<file path="config.mk">
export PLATFORM = sky130hd
export DESIGN_NAME = ma_output_decimator
export DESIGN_NICKNAME = d
export VERILOG_FILES = /design/src/rtl/ma_output_decimator.sv
export SDC_FILE = /design/constraint.sdc
export NUM_CORES = 1
export LEC_CHECK = 0
export ABC_CLOCK_PERIOD_IN_PS = 3700
export CAP_MARGIN = 10
export CORE_MARGIN = 1
export CORE_UTILIZATION = 50
export DETAILED_ROUTE_END_ITERATION = 6
export PLACE_DENSITY_LB_ADDON = 0.25
export SLEW_MARGIN = 20
export SYNTH_ARGS = -nofsm -noshare
export SYNTH_HDL_FRONTEND = slang
export SYNTH_SLANG_ARGS = --single-unit
</file>
<file path="constraint.sdc">
create_clock -name clk -period 3.7 [get_ports clk]
set_input_delay 1.11 -clock clk [delete_from_list [all_inputs] [get_ports clk]]
set_output_delay 1.11 -clock clk [all_outputs]
set_load 0.01 [all_outputs]
</file>
<file path="src/rtl/ma_output_decimator.sv">
// ma_output_decimator
// Keeps every DECIM_FACTOR-th sample strobe from the moving-average filter and
// buffers kept samples in a first-word-fall-through FIFO that drains over a
// valid/ready interface. A kept sample that finds the FIFO full is dropped and
// raises a sticky overflow flag.
//
// Ports
//   clk             system clock, rising edge
//   reset_n         async active-low reset (release expected synchronous to clk)
//   ma_data_in      filter sample, sampled only when ma_data_valid=1
//   ma_data_valid   one-cycle sample strobe from the filter
//   dec_data_out    FIFO head sample (don't-care while dec_data_valid=0)
//   dec_data_valid  FIFO non-empty
//   dec_data_ready  consumer accepts the head this cycle
//   fifo_level      number of entries held, 0..FIFO_DEPTH
//   overflow        sticky: a kept sample was dropped
//   clear_overflow  synchronous clear of overflow (a same-cycle drop wins)
module ma_output_decimator #(
  parameter int unsigned DATA_WIDTH   = 16,
  parameter int unsigned DECIM_FACTOR = 4,
  parameter int unsigned FIFO_DEPTH   = 8
) (
  input  logic                          clk,
  input  logic                          reset_n,
  input  logic [DATA_WIDTH-1:0]         ma_data_in,
  input  logic                          ma_data_valid,
  output logic [DATA_WIDTH-1:0]         dec_data_out,
  output logic                          dec_data_valid,
  input  logic                          dec_data_ready,
  output logic [$clog2(FIFO_DEPTH):0]   fifo_level,
  output logic                          overflow,
  input  logic                          clear_overflow
);

  localparam int unsigned PTR_W = $clog2(FIFO_DEPTH);
  localparam int unsigned LVL_W = PTR_W + 1;
  // A one-bit phase counter is kept even for DECIM_FACTOR=1; it then sits at 0.
  localparam int unsigned PH_W  = (DECIM_FACTOR > 1) ? $clog2(DECIM_FACTOR) : 1;
  localparam logic [PH_W-1:0]  PH_LAST = PH_W'(DECIM_FACTOR - 1);
  localparam logic [LVL_W-1:0] LVL_FULL = LVL_W'(FIFO_DEPTH);

  logic [PH_W-1:0]       r_phase;
  logic [PTR_W-1:0]      r_rd_ptr;
  logic [PTR_W-1:0]      r_wr_ptr;
  logic [LVL_W-1:0]      r_level;
  logic                  r_overflow;
  logic [DATA_WIDTH-1:0] r_mem [FIFO_DEPTH];

  logic w_keep;
  logic w_full;
  logic w_valid;
  logic w_pop;
  logic w_push;
  logic w_drop;

  // Keep/push/pop decode; a pop on a full FIFO frees the slot for a same-cycle push.
  always_comb begin
    w_keep  = ma_data_valid && (r_phase == PH_LAST);
    w_full  = (r_level == LVL_FULL);
    w_valid = (r_level != '0);
    w_pop   = w_valid && dec_data_ready;
    w_push  = w_keep && (!w_full || w_pop);
    w_drop  = w_keep && w_full && !w_pop;
  end

  // Decimation phase: advances on every strobe, independent of consumer stalls.
  always_ff @(posedge clk or negedge reset_n) begin
    if (!reset_n) begin
      r_phase <= '0;
    end else if (ma_data_valid) begin
      if (r_phase == PH_LAST) r_phase <= '0;
      else                    r_phase <= r_phase + PH_W'(1);
    end
  end

  // FIFO pointers and occupancy; pointers wrap naturally (depth is a power of two).
  always_ff @(posedge clk or negedge reset_n) begin
    if (!reset_n) begin
      r_rd_ptr <= '0;
      r_wr_ptr <= '0;
      r_level  <= '0;
    end else begin
      if (w_push) r_wr_ptr <= r_wr_ptr + PTR_W'(1);
      if (w_pop)  r_rd_ptr <= r_rd_ptr + PTR_W'(1);
      case ({w_push, w_pop})
        2'b10:   r_level <= r_level + LVL_W'(1);
        2'b01:   r_level <= r_level - LVL_W'(1);
        default: r_level <= r_level;
      endcase
    end
  end

  // Sample storage; contents are not reset.
  always_ff @(posedge clk) begin
    if (w_push) r_mem[r_wr_ptr] <= ma_data_in;
  end

  // Sticky overflow; a drop in the same cycle as a clear keeps the flag set.
  always_ff @(posedge clk or negedge reset_n) begin
    if (!reset_n) begin
      r_overflow <= 1'b0;
    end else if (w_drop) begin
      r_overflow <= 1'b1;
    end else if (clear_overflow) begin
      r_overflow <= 1'b0;
    end
  end

  assign dec_data_out   = r_mem[r_rd_ptr];
  assign dec_data_valid = w_valid;
  assign fifo_level     = r_level;
  assign overflow       = r_overflow;

endmodule

</file>
==> results_dict.tcl <==
set metrics [dict create \
    drtIter0Drc 127 \
    cts_tree "built" \
    cp_max_fo 14 \
    rsz0062_at_grt "no" \
    start_util_pct 51.7 \
    grt_max_degree 23 \
    routed_wl_um 10200 \
    io_pins 43 \
    syn-instance-count 259 \
    synth.cell_area_um2 5630 \
    clock-sinks 141 \
    area_delta_synth_final_pct 22.0 \
    drv_slew 0 \
    cts_made_buffers 17 \
    worstMarginPinSlew_ns 0.687 \
    max-cap-violations 0 \
    post-place-ws_ns 0.434 \
    drc_errors 0 \
    arrival_ns 2.48 \
    dr.pass1.iters 4 \
    die_area_um2 11700 \
    peakVddDrop_mv 0.376 \
    timing.slew.headroom_pct 53.7 \
    via_per_inst 5.65 \
    htree_levels 4 \
    drive_gt1_share_pct 23.2 \
    start_kind "register" \
    synth.avg_cell_area_um2 21.8 \
    run_status "finished, final reports clean" \
    grt_pass1_wl_um 15500 \
    setup_viol 0 \
    setup_slack_ns 0.112 \
    antenna_found_initial 0 \
    ant_nets 0 \
    gp_congestion 0.713 \
    worstSetupPathType "reg2out" \
    die_h_um 108 \
    ys_seq_area_share_pct 74.0 \
    grt_overflow 0 \
    endpoint_kind "output pin" \
    clock.fmax_ghz 0.279 \
    clkLatencyLatePin_ns 0.51 \
    grt_pass1_vias 2786 \
    synth_seq_cells 141 \
    path_clk_slew_ns 0.06 \
    wl_per_cell_um 21.5 \
    n_antenna_cell 0 \
    clk_path_buf_depth 2 \
    power.leakage_nw 2.34 \
    port_buffers 42 \
    core_area_um2 10900 \
    root_buffer "clkbuf_8" \
    finalSetupTns_ns 0 \
    final_nets 348 \
    fin_crit_sh_pct 97.0 \
    fp.dieW_um 108 \
    required_ns 2.59 \
    netlist-cell-type-count 31 \
    vias 2691 \
    finClkSkew_ns 0.00982 \
    row_count 38 \
    cts-hold-fix-buffers 0 \
    finalCriticalPeriod_ns 3.59 \
    hold_viol 0 \
    place.detailed.hpwl_um 6000 \
    syn-num-nets 284 \
    power.density_nw_per_um2 748 \
    worstHoldPathType "reg2reg" \
    yosys_warnings 0 \
    gr-usage-all-layers_pct 19.0 \
]
-- cells by family after synthesis --
logic type | count (synthesis) | synth area share [%]
flops | 141 | 74.0
mux | 53 | 18.6
simple gates | 28 | 2.40
buf+inv | 16 | 1.69
compound gates | 9 | 1.15
xor+xnor | 8 | 1.24
fa+ha+maj | 4 | 0.888
-- critical path, cell delays in order (launching register included) --
cell and delay (ns):
dfrtp_2 0.38, buf_6 0.21, mux4_1 0.60, mux2_2 0.29
clkdlybuf4s50_1 0.49
-- final cells by class --
class	instances	area, um^2
sequential	141	4170
fill	769	4010
multi-input combinational	102	1400
timing repair buffer	58	552
clock buffer	20	425
tap	140	175
clock inverter	12	145
inverter	3	11.3
-- per-layer routing --
layer  global-route usage (%)  share of wire, %  routed length, um
met1                     24.5                44               4450
met2                     31.4                51               5240
met3                     4.70               4.0                405
met4                     6.95               1.2                118
met5                        0                 0                  0
-- final timing paths --
check                              start                to  slack (ns)  depth (start not counted)
setup / recovery             r_rd_ptr[0]  dec_data_out[11]        0.11                          4
hold / removal                  overflow          overflow        0.52                          2
setup reg to reg           fifo_level[1]      r_mem[3][12]        1.52                          5
hold reg to reg                 overflow          overflow        0.52                          2
max in group asynchronous        reset_n       r_rd_ptr[0]        2.26                          1
min in group asynchronous        reset_n          overflow        0.99                          1
-- metrics by stage --
stage,power (mW),util [%],area [um^2],cells,hold slack (ns)
final,5.15,63.1,6880,476,0.518
after global routing,5.36,63.1,6880,476,0.542
after floorplan,2.98,-,5630,259,0.485
after CTS,5.20,63.1,6870,476,0.521
after global placement,3.53,57.8,6290,444,0.498
after detailed placement,3.56,57.8,6290,444,0.509
-- Yosys cell counts (all sizes together) --
library cell	count	area (um^2)
a31oi	1	6.26
nor2	7	26.3
inv	3	11.3
mux2i	1	10.0
xnor2	6	52.6
o32ai	1	8.76
or4	2	18.8
o21ai	3	15.0
xor2	2	17.5
nand2b	2	12.5
nor4	1	6.26
nand3	1	5.00
buf	7	61.3
nand2	8	30.0
ha	4	50.1
dfrtp	13	325
nor3	6	30.0
a32oi	1	8.76
and2	1	6.26
o41ai	1	16.3
edfxtp	128	3840
clkbuf	6	22.5
a21oi	2	10.0
mux2	20	225
mux4	32	815
-- sequential cells by signal, indices dropped and copies added (netlist names) --
signal / count
overflow: 1
r_rd_ptr: 3
r_wr_ptr: 3
fifo_level: 4
r_phase: 2
r_mem: 128
-- report_power, final --
| part | total (mW) | internal, mW | switching (mW) |
|---|---|---|---|
| Clock | 1.62 | 1.02 | 0.601 |
| Sequential | 2.00 | 1.88 | 0.112 |
| Combinational | 1.53 | 0.874 | 0.654 |
| Total | 5.15 | 3.78 | 1.37 |
-- layout by cell type, fill, tap and decap left out, types with 4 or more instances in the layout --
master | Yosys | layout
buf_4 | 1 | 14
ha_1 | 4 | 4
xnor2_1 | 6 | 6
mux4_2 | 7 | 7
mux4_1 | 25 | 25
nand2_1 | 8 | 8
nor3_2 | 0 | 4
dfrtp_1 | 13 | 12
nor2_1 | 7 | 7
clkbuf_16 | 0 | 16
mux2_2 | 20 | 20
clkdlybuf4s50_1 | 0 | 42
edfxtp_1 | 128 | 128
-- what timing repair did --
item,CTS,global route
cloned,0,0
gates resized for setup,1,2
setup buffers,0,0
endpoints found under the setup margin,7,1
No activity file was read; power rests on OpenSTA's default activity.
